===== src/rtl/hazard_ctrl_pkg.sv =====
// ---------------------------------------------------------------------------
// hazard_ctrl_pkg
// Shared pipeline definitions for the hazard controller: FSM state encoding,
// the hardwired zero register number, the default memory-wait timeout and
// the bundle of pipeline control outputs the controller produces.
// ---------------------------------------------------------------------------
package hazard_ctrl_pkg;

  // Controller states. Encoding 3 is never entered on purpose; if it ever
  // appears the FSM falls back to RUN on the next edge.
  typedef enum logic [1:0] {
    RUN      = 2'd0,
    MEM_WAIT = 2'd1,
    FLUSH    = 2'd2,
    ILLEGAL  = 2'd3
  } hz_state_e;

  // Register 0 is hardwired to zero, so a load targeting it never creates
  // a real dependency.
  localparam logic [4:0] REG_ZERO = 5'd0;

  // Default number of MEM_WAIT cycles tolerated before giving up.
  localparam int DEFAULT_MEM_TIMEOUT = 255;

  // Width of the internal memory-wait cycle counter.
  localparam int WAIT_CNT_W = 8;

  // All hold/bubble/flush outputs grouped so they can be defaulted and
  // gated as a single value.
  typedef struct packed {
    logic pcHold;
    logic ifidHold;
    logic idexHold;
    logic exmemHold;
    logic idexBubble;
    logic ifidFlush;
  } hz_ctrl_t;

  // A memory miss is an access issued this cycle that did not complete.
  function automatic logic isMemMiss(input logic req, input logic ready);
    return req && !ready;
  endfunction

endpackage


===== src/rtl/hazard_ctrl_loaduse.sv =====
// ---------------------------------------------------------------------------
// loaduse_detect
// Purely combinational load-use comparator. Flags when the load in EX
// writes a register that the instruction in ID is about to read.
// Ports:
//   exMemRead_i  - EX instruction is a load
//   exRt_i       - destination register of that load
//   idRs_i       - rs source of the ID instruction
//   idRt_i       - rt field of the ID instruction
//   idUsesRt_i   - ID instruction actually reads rt
//   loadUse_o    - load-use hazard present
// ---------------------------------------------------------------------------
module loaduse_detect
  import hazard_ctrl_pkg::*;
(
  input  logic       exMemRead_i,
  input  logic [4:0] exRt_i,
  input  logic [4:0] idRs_i,
  input  logic [4:0] idRt_i,
  input  logic       idUsesRt_i,
  output logic       loadUse_o
);

  // rt only counts as a source when the ID instruction really reads it;
  // writes to register 0 are discarded so they never cause a stall.
  assign loadUse_o = exMemRead_i && (exRt_i != REG_ZERO) &&
                     ((exRt_i == idRs_i) || (idUsesRt_i && (exRt_i == idRt_i)));

endmodule


===== src/rtl/hazard_ctrl.sv =====
// ---------------------------------------------------------------------------
// hazard_ctrl
// Pipeline hazard controller. Arbitrates between a taken branch (flush),
// a data-memory miss (freeze the pipe until the memory answers or times
// out) and a load-use dependency (one-cycle bubble). Also keeps a sticky
// memory-timeout error flag and a saturating count of stall cycles.
// Ports:
//   clk, reset            - clock, asynchronous active-low reset
//   id_rs, id_rt,
//   id_uses_rt            - source registers of the instruction in ID
//   ex_memread, ex_rt     - load in EX and its destination register
//   branch_taken          - branch resolved taken in EX
//   mem_req, mem_ready    - MEM-stage access handshake
//   pc_hold, ifid_hold,
//   idex_hold, exmem_hold - pipeline register freezes
//   idex_bubble           - zero the control fields entering ID/EX
//   ifid_flush            - replace IF/ID contents with a NOP
//   mem_err               - sticky memory timeout flag
//   stall_cnt             - saturating stall/bubble/flush cycle count
//   state                 - current FSM state (debug)
// ---------------------------------------------------------------------------
module hazard_ctrl
  import hazard_ctrl_pkg::*;
#(
  parameter int MEM_TIMEOUT = DEFAULT_MEM_TIMEOUT,
  parameter int CNT_W       = 16
) (
  input  logic             clk,
  input  logic             reset,
  input  logic [4:0]       id_rs,
  input  logic [4:0]       id_rt,
  input  logic             id_uses_rt,
  input  logic             ex_memread,
  input  logic [4:0]       ex_rt,
  input  logic             branch_taken,
  input  logic             mem_req,
  input  logic             mem_ready,
  output logic             pc_hold,
  output logic             ifid_hold,
  output logic             idex_hold,
  output logic             exmem_hold,
  output logic             idex_bubble,
  output logic             ifid_flush,
  output logic             mem_err,
  output logic [CNT_W-1:0] stall_cnt,
  output logic [1:0]       state
);

  // Wait-counter value seen on the last tolerated MEM_WAIT cycle: the
  // counter starts at 0 on entry, so the MEM_TIMEOUT-th cycle reads
  // MEM_TIMEOUT-1.
  localparam logic [WAIT_CNT_W-1:0] WAIT_LAST = WAIT_CNT_W'(MEM_TIMEOUT - 1);

  hz_state_e             state_q, state_d;
  logic [WAIT_CNT_W-1:0] waitCnt_q, waitCnt_d;
  logic                  memErr_q, memErr_d;
  logic [CNT_W-1:0]      stallCnt_q, stallCnt_d;
  hz_ctrl_t              ctrl;
  logic                  loadUse;
  logic                  stallEvent;

  loaduse_detect u_loaduse (
    .exMemRead_i (ex_memread),
    .exRt_i      (ex_rt),
    .idRs_i      (id_rs),
    .idRt_i      (id_rt),
    .idUsesRt_i  (id_uses_rt),
    .loadUse_o   (loadUse)
  );

  // State, wait counter, error flag and stall counter all clear the
  // instant reset drops, which also aborts any wait or flush in progress.
  always_ff @(posedge clk or negedge reset) begin
    if (!reset) begin
      state_q    <= RUN;
      waitCnt_q  <= '0;
      memErr_q   <= 1'b0;
      stallCnt_q <= '0;
    end else begin
      state_q    <= state_d;
      waitCnt_q  <= waitCnt_d;
      memErr_q   <= memErr_d;
      stallCnt_q <= stallCnt_d;
    end
  end

  // Next-state and Mealy control outputs. In RUN the events are taken in
  // priority order branch > memory miss > load-use. A miss raises no hold
  // in the cycle it is detected; the freeze starts in MEM_WAIT. Inside
  // MEM_WAIT only mem_ready matters, and a ready response wins over a
  // timeout landing in the same cycle. Reset forces every control output
  // low even though the state is already RUN, because RUN's outputs are
  // input-dependent.
  always_comb begin
    state_d   = state_q;
    waitCnt_d = waitCnt_q;
    memErr_d  = memErr_q;
    ctrl      = '0;

    case (state_q)
      RUN: begin
        if (branch_taken) begin
          ctrl.ifidFlush  = 1'b1;
          ctrl.idexBubble = 1'b1;
          state_d         = FLUSH;
        end else if (isMemMiss(mem_req, mem_ready)) begin
          waitCnt_d = '0;
          state_d   = MEM_WAIT;
        end else if (loadUse) begin
          ctrl.pcHold     = 1'b1;
          ctrl.ifidHold   = 1'b1;
          ctrl.idexBubble = 1'b1;
        end
      end

      MEM_WAIT: begin
        ctrl.pcHold    = 1'b1;
        ctrl.ifidHold  = 1'b1;
        ctrl.idexHold  = 1'b1;
        ctrl.exmemHold = 1'b1;
        waitCnt_d      = waitCnt_q + 1'b1;
        if (mem_ready) begin
          state_d = RUN;
        end else if (waitCnt_q == WAIT_LAST) begin
          memErr_d = 1'b1;
          state_d  = RUN;
        end
      end

      FLUSH: begin
        ctrl.ifidFlush = 1'b1;
        state_d        = RUN;
      end

      default: begin
        state_d = RUN;
      end
    endcase

    if (!reset) begin
      ctrl = '0;
    end
  end

  // Any cycle that freezes the PC, injects a bubble or flushes IF/ID costs
  // the pipeline a slot; the counter sticks at all-ones instead of wrapping.
  always_comb begin
    stallEvent = ctrl.pcHold || ctrl.idexBubble || ctrl.ifidFlush;
    stallCnt_d = stallCnt_q;
    if (stallEvent && (stallCnt_q != {CNT_W{1'b1}})) begin
      stallCnt_d = stallCnt_q + {{(CNT_W-1){1'b0}}, 1'b1};
    end
  end

  assign pc_hold     = ctrl.pcHold;
  assign ifid_hold   = ctrl.ifidHold;
  assign idex_hold   = ctrl.idexHold;
  assign exmem_hold  = ctrl.exmemHold;
  assign idex_bubble = ctrl.idexBubble;
  assign ifid_flush  = ctrl.ifidFlush;
  assign mem_err     = memErr_q;
  assign stall_cnt   = stallCnt_q;
  assign state       = state_q;

endmodule


===== config.mk =====
export PLATFORM = sky130hd
export DESIGN_NAME = hazard_ctrl
export DESIGN_NICKNAME = d
export VERILOG_FILES = /design/src/rtl/hazard_ctrl_pkg.sv /design/src/rtl/hazard_ctrl_loaduse.sv /design/src/rtl/hazard_ctrl.sv
export SDC_FILE = /design/constraint.sdc
export NUM_CORES = 1
export LEC_CHECK = 0
export ABC_AREA = 1
export CAP_MARGIN = 20
export CORE_MARGIN = 1.5
export CORE_UTILIZATION = 40
export CTS_CLUSTER_DIAMETER = 50
export DETAILED_ROUTE_END_ITERATION = 8
export PLACE_DENSITY_LB_ADDON = 0.08
export REMOVE_ABC_BUFFERS = 1
export SLEW_MARGIN = 40
export SYNTH_ARGS = -nofsm -noshare
export SYNTH_HDL_FRONTEND = slang
export SYNTH_SLANG_ARGS = --single-unit
export TNS_END_PERCENT = 5

===== constraint.sdc =====
create_clock -name clk -period 1.7 [get_ports clk]
set_input_delay 0.34 -clock clk [delete_from_list [all_inputs] [get_ports clk]]
set_output_delay 0.34 -clock clk [all_outputs]
set_load 0.01 [all_outputs]

; ---- Word-level counts from Yosys, hierarchy flattened
; Cells that the tools add are included.
[word_totals]
wordCells = 52
reg_bits = 27
in_bits = 22
[op_classes]
n_bitwise = 1
n_addsub = 2
n_mux = 20
n_reduce_logical = 15
n_eq_ne = 10
[ops]
columns = operator, count
row1 = $add 16x1->16 const B, 1
row2 = $mux 2, 8
row3 = $mux 8, 2
row4 = $ne 16x16->1 const B, 1
row5 = $pmux 8 s2, 1
row6 = $eq 5x5->1, 2
row7 = $add 8x1->8 const B, 1
row8 = $eq 8x8->1 const B, 1
row9 = $pmux 2 s2, 2
row10 = $mux 6, 1
row11 = $ne 3x3->1 const B, 2
row12 = $reduce_and 3->1, 2
row13 = $logic_and 1x1->1, 5
row14 = $mux 1, 5
row15 = $reduce_bool 5->1, 1
row16 = $ne 2x2->1 const B, 2
row17 = $logic_or 1x1->1, 3
row18 = $eq 2x1->1 const B, 1
row19 = $eq 2x2->1 const B, 1
row20 = $logic_not 2->1, 1
row21 = $pmux 1 s2, 1
row22 = $reduce_and 2->1, 1
row23 = $reduce_bool 2->1, 1
row24 = $logic_not 1->1, 1
row25 = $not 1->1, 1

; ---- Longest topological paths before layout
; Gate-level depths: netlist of run 1.
[logic_depth]
word_depth = 12
ltp_mapped = 14
depth_no_buf = 13

; ---- Hierarchy
; Synthesis of run 1 repeated with hierarchy kept, for this count alone.
[unflattened]
cells_unflattened = 280
area_unflattened_um2 = 1915.6
[modules_own_cells]
columns = module, n_inst, area_per_inst_um2, seq_area_each_um2, cells_per_inst
row1 = hazard_ctrl, 1, 1709.1, 675.6, 228
row2 = loaduse_detect, 1, 206.4, 0.0, 52

; ---- Worst setup path after synthesis of run 1
; No wires, ideal clock.
[synth_path]
kind = reg-to-reg
startpoint = register stallCnt_q[0] (netlist: stall_cnt[0])
endpoint = register stallCnt_q[6] (netlist: stall_cnt[6])
path_slack_ps = 37
period_less_slack_ps = 1663
arrival_time_ps = 1548
path_stages_with_launch = 9
cell_sequence = dfrtp_1 > ha_1 > nand3_2 > nor2_4 > nand3_1 > nand3b_4 > buf_2 > nand3_1 > nand2_2
[synth_between]
elab_chain_cells = 2
elab_cells_between_ends = 3
[synth_lines]
columns = item, line
row1 = from (decl), hazard_ctrl.sv:57  ; logic [CNT_W-1:0] stallCnt_q, stallCnt_d;
row2 = from (signal assigned), hazard_ctrl.sv:83  ; stallCnt_q <= stallCnt_d;
row3 = "parallel branches: the longest is 2 deep, another holds $add 16x1->16", n/a
; Several ways; the timed one is not identified.
; A chain may end at the register's enable or synchronous reset.

; ---- Worst setup path after layout of run 1
[layout_path]
startpoint = register state_q[1] (netlist: state[1])
endpoint = output port idex_bubble
[layout_between]
elab_chain_cells = 3
[layout_lines]
columns = item, line
row1 = from (decl), hazard_ctrl.sv:54  ; hz_state_e state_q, state_d;
row2 = from (signal assigned), hazard_ctrl.sv:80  ; state_q <= state_d;
row3 = $logic_not 2->1, hazard_ctrl.sv:100  ; case (state_q)
row4 = $mux 1, hazard_ctrl.sv:100
row5 = $mux 6, hazard_ctrl.sv:140  ; if (!reset) begin
row6 = to (decl), hazard_ctrl.sv:42  ; output logic idex_bubble,
; Every way passes these cells.

==> run summary, run 1 <==
Post-detailed-placement half-perimeter wirelength: 3.15 mm. Most used flip-flop cell after synthesis: dfrtp_1. The run gives 0.725 mV as the worst voltage drop across the vdd grid. The final max-slew violation count is 0.

TritonCTS built the clock tree. The multi-input combinational cells in the finished layout cover a total of 1060 um2. For this block, the initial DRC count from the detailed router was 98.

The tools report the power share of the clock group as 0.203. The core region is 4440 um2. The switching share of total power is 0.343. The total overflow left after global routing is 0.

Synthesis handed over a netlist of 259 instances. The run gives 1.23 mW as the cell-internal power. The die is 71.7 um tall. The clock period could shrink to 1.68 ns.

After floorplanning, the core was divided into 24 placement rows. The layout has 416 filler cells. The area growth from synthesis to layout is 39.0%. Class of the tightest hold or removal check: in2async. By area the synthesized netlist is led by dfrtp_1 (36%), nand2_1 (12%), nand3_1 (7.4%). The I/O pin count was 47. The hold violation count in the final report is 0, and the routed length per placed instance is 11.2 um. The average instance in the mapped netlist occupies 7.28 um2.

Counting flops with a built-in enable in the synthesized netlist gives 0. The async set or reset register ratio after synthesis was 1.00. The root buffer cell chosen for the clock tree is clkbuf_8. The number of buffers inserted during clock tree synthesis came out at 3.

Origin of the worst setup path: state[1]$_DFFE_PN0P_. Termination of the worst setup path: idex_bubble. Counting along the longest clock path gives a buffer depth of 2. The logs give 0.00331 ns for the worst-case clock skew and 0.425 for the initial standard-cell utilization of the core. Slew at the pin with the worst max-slew slack: 0.387 ns. In this run, placement finished with an instance count of 369. The cell type with the highest aggregate area in the netlist is dfrtp_1. The initial antenna violation count was 0; the share of the cycle needed by the critical path after routing was 0.987. The fraction of power consumed by combinational cells came out at 0.356. The critical path startpoint category was a flip-flop.

The fraction of layout instances using a drive strength above 1 is 0.307, and the top achievable clock speed is 0.596 GHz. The post-synthesis sequential area ratio is 0.358. The horizontal extent of the die is 71.7 um, and the detail-routed via count per cell is 4.80. Global placer's final weighted congestion: 0.863.

The global routing usage summed across all routing layers was 0.177; the clock latency of the later-clocked register in the worst-skew pair was 0.28 ns. Power density of the placed cells: 711 nW/um2. For this design the total switching power over the nets is 640 uW. After synthesis the netlist holds a flip-flop and latch count of 27.

The count of maximum capacitance violations came out at 0. The first global-routing pass estimated 7.38 mm of wire. In this run, post-CTS hold repair placed 0 buffers. Of all nets on the critical path, the largest fanout is 4. The startpoint of the worst-slack reg-to-reg timing path is stall_cnt[0]$_DFFE_PN0P_.

0 antenna diodes ended up in the layout. After synthesis, the most frequently instantiated cells are nand2_1 (62), inv_1 (30), nand3_1 (28), dfrtp_1 (27). Via count of the first global-routing pass: 1643. The worst setup path is of the reg2out kind. In this run the static leakage power is 1.36 nW. After detailed routing, the number of remaining DRC violations is 3. The routed layout has 1813 vias.

The logs give 0 for the count of yosys warnings during synthesis and 1 for the total number of H-tree levels. The CTS clock-pin slew for the worst setup and hold paths was 0.10 ns. Data on the critical path is required at its endpoint by 1.36 ns. The top-area cell type share of the netlist area was 0.358.

The depth of the most critical reg-to-reg path is 8, and the number of iterations in the first detailed-routing pass is 6. The run gives 0.441 as the sequential power share. For the number of nets with antenna violations after detailed routing, the log shows 0. Buffers placed on the I/O ports in this run total 46. The logs give 0.740 for the worst slew margin relative to its limit and 1890 um2 for the total standard cell area after synthesis. The design draws 1.87 mW. Setup violations remaining at the end of the flow were counted as 0.

The final reports fail on DRC. In this run the critical register-to-register path is captured at stall_cnt[5]$_DFFE_PN0P_. Yosys instantiated no cell more often than nand2_1. The run finished, with violations left. The tools report the distinct cell type count of the synthesized netlist as 32. In the final layout, flip-flops and latches occupy 686 um2. The die covers 5140 um2. Entering global routing, the biggest net connects 28 pins.

The logs give 0.257 ns for the worst hold slack and 27 for the clock net sink count. Leaving out filler cells and counting taps, the final layout contains 378. For this block, the routed nets add up to 4.24 mm of wire.

Sort of element at the end of the critical path: a primary output. The worst register-to-register path has a setup slack of 0.11 ns. Setup repair after global routing could not meet its margin everywhere. The tools report the data arrival time of the worst path as 1.34 ns. Final-stage net count: 352.
[cell families (layout without fill, tap and decap cells)]
family / count (synthesis) / after routing / synth area share
AND/OR/NAND/NOR: 154 / 154 / 0.403
buffers and inverters: 48 / 115 / 0.113
flip-flops: 27 / 27 / 0.358
XOR/XNOR: 14 / 14 / 0.0650
AO/OA/AOI/OAI: 13 / 13 / 0.0411
adder cells (fa/ha/maj): 3 / 3 / 0.0199
[power by group through the flow]
stage          registers [mW]  logic, mW  clock network [mW]
2_1_floorplan           0.860      0.295                   0
3_3_place_gp            0.828      0.651                   0
3_5_place_dp            0.830      0.663                   0
4_1_cts                 0.818      0.650               0.400
5_1_grt                 0.837      0.745               0.424
6_report                0.823      0.663               0.379
[sequential cells by signal (all words and copies together) (netlist names)]
register	count
mem_err	1
stall_cnt	16
state	2
waitCnt_q	8
[per-layer routing]
layer | vias to the layer above | track usage | routed length (um)
met5 | - | 0 | 0
met4 | 0 | 0.0314 | 29
met3 | 4 | 0.0380 | 212
met2 | 38 | 0.289 | 1900
met1 | 825 | 0.246 | 2090
li1 | 946 | - | -
[layout make-up]
cell class	count	share of cell area
multi-input cells	184	0.403
flip-flops and latches	27	0.261
repair buffers	68	0.231
inverters	43	0.0620
well taps	52	0.0248
clock buffers	3	0.0157
clock inverters	1	0.00191
[placed cells by master, fill, tap and decap left out, types with 4 or more instances in the layout]
cell type | Yosys | final
nand2_1 | 62 | 61
inv_1 | 30 | 28
nand3_1 | 28 | 24
nand2_2 | 22 | 23
nor2_1 | 22 | 20
dfrtp_1 | 27 | 19
clkdlybuf4s50_1 | 0 | 17
buf_4 | 2 | 17
inv_2 | 12 | 14
dlygate4sd2_1 | 0 | 12
xnor2_1 | 9 | 9
dfrtp_2 | 0 | 8
o21ai_0 | 6 | 6
nand4_1 | 5 | 5
nand3_2 | 1 | 5
xor2_1 | 5 | 5
clkdlybuf4s15_1 | 0 | 5
buf_6 | 1 | 5
dlymetal6s2s_1 | 0 | 4
clkbuf_2 | 0 | 4
[what timing repair did]
action / CTS / global route
cloned: 0 / 1
setup buffers: 1 / 3
endpoints found under the setup margin: 24 / 29
pin swaps: 6 / 12
gates resized for setup: 40 / 42
[worst min-delay path by stage]
| stage | to | slack, ns | cells past startpoint |
|---|---|---|---|
| floorplan | mem_err$_DFFE_PN0P_ | 0.04 | 0 |
| global placement | mem_err$_DFFE_PN0P_ | 0.46 | 1 |
| detailed placement | mem_err$_DFFE_PN0P_ | 0.48 | 1 |
| CTS | mem_err$_DFFE_PN0P_ | 0.27 | 2 |
| global route | mem_err$_DFFE_PN0P_ | 0.29 | 2 |
| finish | state[1]$_DFFE_PN0P_ | 0.26 | 2 |
[stage by stage]
stage               setup WS, ns  setup TNS (ns)   util  area, um2
floorplan                -0.0158          -0.211      -       1840
global placement          -0.658           -9.28  0.560       2490
detailed placement        -0.696           -9.95  0.560       2490
CTS                      -0.0483          -0.106  0.565       2510
global route             -0.0661          -0.209  0.590       2620
finish                    0.0213               0  0.590       2620
[critical path, stage by stage, from the launching register on]
cell,delay (ns)
dfrtp_2,0.46
or2_2,0.30
nor2_2,0.10
nand2_2,0.07
inv_2,0.05
buf_6,0.09
Note: power is estimated with default switching activity, not from simulation.
==> inputs of run 2 (changes only) <==
--- a/config.mk
+++ b/config.mk
@@ -9,6 +9,9 @@
 export CAP_MARGIN = 20
+export CELL_PAD_IN_SITES_DETAIL_PLACEMENT = 0
+export CELL_PAD_IN_SITES_GLOBAL_PLACEMENT = 1
 export CORE_MARGIN = 1.5
-export CORE_UTILIZATION = 40
+export CORE_UTILIZATION = 35
 export CTS_CLUSTER_DIAMETER = 50
 export DETAILED_ROUTE_END_ITERATION = 8
+export GPL_TIMING_DRIVEN = 0
 export PLACE_DENSITY_LB_ADDON = 0.08
==> constraint.sdc (replaced) <==
create_clock -name clk -period 1.7 [get_ports clk]
set_input_delay 0.17 -clock clk [delete_from_list [all_inputs] [get_ports clk]]
set_output_delay 0.17 -clock clk [all_outputs]
set_load 0.01 [all_outputs]
==> run summary, run 2 (same netlist as run 1, synthesis figures left out) <==
The flow ran to the end, and the final reports show no timing, DRC or antenna violations. Setup repair after global routing could not meet its margin everywhere. The CTS clock-pin slew for the worst setup and hold paths works out to 0.09 ns (was 0.10 ns). The hold violation count in the final report is 0 (unchanged). The DRC violations left came out at 0 (was 3). The sequential power share is 0.462 (was 0.441). The critical path's largest stage delay works out to 0.40 ns (was 0.46 ns).

The number of buffers inserted during clock tree synthesis came out at 3 (unchanged). Leading cell types in the layout, fill and taps excluded: nand2_1 (59), clkdlybuf4s50_1 (32), inv_1 (30) (was nand2_1 (61), inv_1 (28), nand3_1 (24)). The via count of the first global-routing pass is 1606 (was 1643).

The met3 wire length was 159 um (was 212 um); the final setup violation count was 0 (unchanged). The routed length per placed instance came out at 11.0 um (was 11.2 um). The cell at the root of the clock tree is clkbuf_8 (unchanged). The total routed wirelength came out at 4.23 mm (was 4.24 mm).

The I/O pin count is 47 (unchanged). TritonCTS built the clock tree. The most frequent standard cell in the layout excluding fill and tap cells was nand2_1 (unchanged).

The cell-internal power is 1.22 mW (was 1.23 mW), and the slew at the pin with the worst max-slew slack is 0.379 ns (was 0.387 ns). The run gives 0.157 (was 0.177) as the global routing usage summed across all routing layers. For the sum of routed wire segments on met1, the log shows 2.18 mm (was 2.09 mm).

The tools report the antenna diode count as 0 (unchanged). The detail-routed via count per cell works out to 4.40 (was 4.80). The tools report the first-pass GRT wire length as 7.53 mm (was 7.38 mm). The startpoint-to-endpoint class of the critical path was reg2out (unchanged). The count of port buffers added during placement was 46 (unchanged); the reg-to-reg setup timing slack was 0.04 ns (was 0.11 ns). Fraction of layout instances using a drive strength above 1: 0.248 (was 0.307).

Total cell area at the placement stage: 2380 um2 (was 2490 um2). The power density of the placed cells was 722 nW/um2 (was 711 nW/um2). The setup slack of the critical path after layout was 0.0359 ns (was 0.0213 ns); the count of fill cells added during filler insertion was 572 (was 416). The number of buffers between clock root and the deepest sink was 2 (unchanged).

Highest metal layer with signal wires: met4 (unchanged). The tools report the final standard cell area without fillers as 2600 um2 (was 2620 um2). Worst-case clock skew: 0.00496 ns (was 0.00331 ns). Final period demand of the worst path: 1.66 ns (was 1.68 ns). The post-layout total power came out at 1.88 mW (was 1.87 mW). Critical path cell sequence: buf_4 > or2_2 > nor2_2 > nand2_2 > inv_1 > buf_2 (was or2_2 > nor2_2 > nand2_2 > inv_2 > buf_6).

The post-detailed-placement half-perimeter wirelength is 3.15 mm (about the same). The power spent charging and discharging nets is 654 uW (was 640 uW). The die span in y is 76.4 um (was 71.7 um), and the clock net sink count is 27 (unchanged).

Sort of element at the end of the critical path: a primary output (unchanged). The switching share of total power is 0.348 (was 0.343). For the global placer's final weighted congestion, the log shows 0.770 (was 0.863).

The tools report the count of maximum capacitance violations as 0 (unchanged). The tools report the final-stage net count as 340 (was 352). The horizontal extent of the die is 76.4 um (was 71.7 um). The clock latency of the later-clocked register in the worst-skew pair is 0.27 ns (was 0.28 ns).

The logs give 0 (unchanged) for the final max-slew violation count and 1.30 nW (was 1.36 nW) for the leakage power. The tools report the fraction of power consumed by combinational cells as 0.337 (was 0.356). For the number of iterations in the first detailed-routing pass, the log shows 4 (was 6).

The critical path startpoint category was a flip-flop (unchanged). The overall overflow remaining after global route was 0 (unchanged); the worst voltage drop across the vdd grid was 0.587 mV (was 0.725 mV). The master of the slowest instance on the critical path was dfrtp_1 (was dfrtp_2). For the site row count, the log shows 26 (was 24). The class of the tightest hold or removal check is in2async (unchanged). The power share of the clock group was 0.201 (was 0.203); the largest fanout on the critical path was 4 (unchanged).

The number of nets with antenna violations after detailed routing is 0 (unchanged), and the length of routed met2 wiring is 1.84 mm (was 1.90 mm). The initial antenna violation count came out at 0 (unchanged). The worst slew margin relative to its limit is 0.745 (was 0.740), and the data arrival time of the worst path is 1.49 ns (was 1.34 ns). The run gives 5140 um2 (was 4440 um2) as the core area. The relative area change from synthesis to final layout is 37.9% (was 39.0%), and the total die area is 5840 um2 (was 5140 um2). The initial standard-cell utilization of the core was 0.367 (was 0.425); the number of flip-flops under the largest register name was 16 (unchanged). The share of the cycle needed by the critical path after routing is 0.979 (was 0.987), and the maximum number of pins on one net before global-route repair is 28 (unchanged).

The total number of H-tree levels came out at 1 (unchanged). The via count was 1688 (was 1813); the top achievable clock speed was 0.601 GHz (was 0.596 GHz). For the violation count after the first detailed-routing iteration, the log shows 32 (was 98).

Post-placement worst setup slack: -0.446 ns (was -0.696 ns). The data required time at the worst endpoint came out at 1.53 ns (was 1.36 ns).
-- run 2: cell count changes in the layout (fill, tap and decap cells not counted), moves of 4 or more --
cell	previous run	this run
dlygate4sd2_1	12	6
buf_6	5	1
clkbuf_2	4	0
clkdlybuf4s15_1	5	0
dfrtp_1	19	24
clkdlybuf4s50_1	17	32
dfrtp_2	8	3
buf_4	17	7
-- run 2: power groups by stage --
stage	Sequential (mW)	Clock, mW	Combinational (mW)
after floorplan	0.860	0	0.295
after global placement	0.853	0	0.569
after detailed placement	0.856	0	0.572
after CTS	0.867	0.393	0.614
after global routing	0.884	0.427	0.708
final	0.867	0.378	0.633
-- run 2: what timing repair did --
action                                  in CTS  in global routing
endpoints found under the setup margin      21                 19
setup buffers                                5                  3
hold endpoints to repair                    27                  0
gates resized for setup                     28                 16
hold buffers                                 2                  0
pin swaps                                    3                  9
-- run 2: worst max-delay path, delay by kind of cell, from the launching register on --
kind	cells	cell delay, ns
buffers and inverters	3	0.32
flip-flops	1	0.40
AND/OR/NAND/NOR	3	0.50
-- run 2: stage by stage --
| stage | setup TNS (ns) | hold slack [ns] | std cells | util |
|---|---|---|---|---|
| floorplan | -0.211 | -0.126 | 254 | - |
| global placement | -28.22 | 0.452 | 370 | 0.464 |
| detailed placement | -7.79 | 0.241 | 370 | 0.463 |
| CTS | -0.0790 | 0.386 | 381 | 0.495 |
| global route | -0.492 | 0.393 | 384 | 0.506 |
| finish | 0 | 0.379 | 384 | 0.506 |
-- run 2: per-layer routing --
layer  global-route usage  up-vias
met4               0.0500        0
met1                0.214      740
li1                     -      918
met3               0.0311        5
met5                    0        -
met2                0.249       25
-- run 2: area by class of cell --
type / count / area [um2] / area share
Tap cell: 70 / 87.6 / 0.0337
Sequential cell: 27 / 679 / 0.261
Inverter: 43 / 161 / 0.0620
Clock buffer: 3 / 41.3 / 0.0159
Clock inverter: 1 / 7.51 / 0.00289
Multi-Input combinational cell: 184 / 1070 / 0.412
Timing Repair Buffer: 56 / 552 / 0.212
-- run 2: final timing paths --
path | startpoint | end | cells past startpoint
max | state[0]$_DFFE_PN0P_ | idex_bubble | 6
min | reset | waitCnt_q[0]$_DFFE_PN0P_ | 3
max reg2reg | stall_cnt[0]$_DFFE_PN0P_ | stall_cnt[13]$_DFFE_PN0P_ | 8
min reg2reg | mem_err$_DFFE_PN0P_ | mem_err$_DFFE_PN0P_ | 1
max in group asynchronous | reset | state[1]$_DFFE_PN0P_ | 3
min in group clk | mem_ready | state[0]$_DFFE_PN0P_ | 2
==> inputs of run 3 (changes only) <==
Settings changed: GPL_ROUTABILITY_DRIVEN from default to 0, REMOVE_ABC_BUFFERS 1 to default.
==> run summary, run 3 (same netlist as run 1, synthesis figures left out) <==
The run finished with clean final reports. The detail-routed via count per cell was 4.52 (was 4.40). The post-detailed-placement half-perimeter wirelength is 3.30 mm (was 3.15 mm).

The fraction of layout instances using a drive strength above 1 was 0.248 (about the same). The I/O pin count was 47 (unchanged); the number of buffers between clock root and the deepest sink was 2 (unchanged). The post-layout total power came out at 1.91 mW (was 1.88 mW).

The initial antenna violation count came out at 0 (unchanged). Total number of H-tree levels: 1 (unchanged). The final standard cell area without fillers came out at 2670 um2 (was 2600 um2). The worst voltage drop across the vdd grid is 0.524 mV (was 0.587 mV), and the via count is 1777 (was 1688). The largest fanout on the critical path was 4 (unchanged); the overall overflow remaining after global route was 0 (unchanged).

The data required time at the worst endpoint was 1.53 ns (about the same). Cell at the root of the clock tree: clkbuf_8 (unchanged). First-pass GRT wire length: 7.73 mm (was 7.53 mm). The run gives 2430 um2 (was 2380 um2) as the total cell area at the placement stage. Count of port buffers added during placement: 46 (unchanged).

The class of the tightest hold or removal check was in2async (unchanged). Core area: 5140 um2 (unchanged). The logs give 0 (unchanged) for the final max-slew violation count and 0.367 (unchanged) for the initial standard-cell utilization of the core. The tools report the antenna diode count as 0 (unchanged).

Leading cell types in the layout, fill and taps excluded: nand2_1 (61), inv_1 (30), nand3_1 (26), clkdlybuf4s50_1 (26), dfrtp_1 (25) (was nand2_1 (59), clkdlybuf4s50_1 (32), inv_1 (30)). The global routing usage summed across all routing layers came out at 0.160 (was 0.157). The tools report the core occupancy in the finished layout as 0.520 (was 0.506). The tools report the via count of the first global-routing pass as 1720 (was 1606). The logs give 27 (unchanged) for the clock net sink count and 0.27 ns (about the same) for the clock latency of the later-clocked register in the worst-skew pair. The number of nets with antenna violations after detailed routing was 0 (unchanged).

The CTS clock-pin slew for the worst setup and hold paths works out to 0.09 ns (about the same). Sort of element at the end of the critical path: a primary output (unchanged). The slew at the pin with the worst max-slew slack is 0.381 ns (was 0.379 ns). The setup TNS is 0 ns (unchanged), and the net count after synthesis is 284. The final setup violation count was 0 (unchanged). The site row count came out at 26 (unchanged). For the number of iterations in the first detailed-routing pass, the log shows 4 (unchanged).

The worst slew margin relative to its limit was 0.744 (was 0.745); the total routed wirelength was 4.52 mm (was 4.23 mm). For the DRC violations left, the log shows 0 (unchanged). The startpoint-to-endpoint class of the critical path was in2out (was reg2out).

The routed length per placed instance came out at 11.5 um (was 11.0 um). The final-stage net count was 349 (was 340). Setup repair after global routing could not meet its margin everywhere.

For the top achievable clock speed, the log shows 0.602 GHz (was 0.601 GHz). The number of flip-flops under the largest register name was 16 (unchanged). The final period demand of the worst path was 1.66 ns (about the same). The worst-case clock skew was 0.00444 ns (was 0.00496 ns). Violation count after the first detailed-routing iteration: 53 (was 32).

The power density of the placed cells was 715 nW/um2 (was 722 nW/um2). The relative area change from synthesis to final layout works out to 41.6% (was 37.9%). TritonCTS built the clock tree. The tools report the count of maximum capacitance violations as 0 (unchanged). The tools report the leakage power as 1.39 nW (was 1.30 nW). Die span in y: 76.4 um (unchanged).

The run gives 5840 um2 (unchanged) as the total die area. The tools report the critical path startpoint category as an input pin (was a flip-flop). The number of buffers inserted during clock tree synthesis was 3 (unchanged); the share of the cycle needed by the critical path after routing was 0.978 (was 0.979).

The horizontal extent of the die was 76.4 um (unchanged). The tools report the maximum number of pins on one net before global-route repair as 28 (unchanged). Most frequent standard cell in the layout excluding fill and tap cells: nand2_1 (unchanged).

The data arrival time of the worst path was 1.49 ns (about the same). For the hold violation count in the final report, the log shows 0 (unchanged).
[run 3: cell count changes in the layout (fill, tap and decap cells not counted), sizes merged]
| cell | delta |
|---|---|
| dlymetal6s2s | +5 |
| clkinvlp | -1 |
| buf | +9 |
| clkbuf | +2 |
| clkdlybuf4s50 | -6 |
[run 3: what timing repair did]
| action | in CTS | in global routing |
|---|---|---|
| hold buffers | 2 | 0 |
| hold endpoints to repair | 27 | 0 |
| pin swaps | 3 | 9 |
| gates resized for setup | 24 | 23 |
| setup endpoints to repair | 16 | 17 |
| setup buffers | 5 | 7 |
| gates cloned | 0 | 0 |
[run 3: final timing paths]
path	start	endpoint	slack [ns]	cells after the start
min reg2reg	mem_err$_DFFE_PN0P_	mem_err$_DFFE_PN0P_	0.48	1
min	reset	stall_cnt[0]$_DFFE_PN0P_	0.40	3
max reg2reg	stall_cnt[1]$_DFFE_PN0P_	stall_cnt[13]$_DFFE_PN0P_	0.10	9
min in group clk	mem_err$_DFFE_PN0P_	mem_err$_DFFE_PN0P_	0.48	1
max in group asynchronous	reset	stall_cnt[1]$_DFFE_PN0P_	1.13	3
max	reset	pc_hold	0.04	8
[run 3: area by class of cell]
cell class | count | area, um2
Buffer | 5 | 57.6
Sequential cell | 27 | 678
Inverter | 43 | 164
Multi-Input combinational cell | 184 | 1060
Clock buffer | 4 | 45.0
Timing Repair Buffer | 60 | 578
Fill cell | 566 | 2470
Tap cell | 70 | 87.6
[run 3: where the power goes]
part / total, mW / switching [mW] / internal, mW / leakage, nW
Combinational: 0.695 / 0.336 / 0.358 / 1.01
Clock: 0.367 / 0.199 / 0.168 / 0.0228
Sequential: 0.849 / 0.118 / 0.731 / 0.364
[run 3: stage by stage]
stage / setup WS (ns) / hold slack (ns) / cells
CTS: -0.124 / 0.391 / 386
finish: 0.0380 / 0.397 / 393
floorplan: 0.0366 / -0.126 / 259
detailed placement: -0.451 / 0.247 / 375
global placement: -1.27 / 0.453 / 375
global route: -0.0348 / 0.411 / 393
[run 3: layer usage]
metal,part of all wire,GRT usage
met1,0.48,0.218
met2,0.48,0.263
met3,0.033,0.0299
met4,0.0062,0.0389
met5,0,0
[run 3: critical path: stages]
cell and delay, ns:
dlygate4sd3_1 0.52, buf_4 0.14, inv_2 0.09, nor3_2 0.16, nand3_2 0.10, nand2_2 0.09, buf_4 0.10, buf_4 0.11
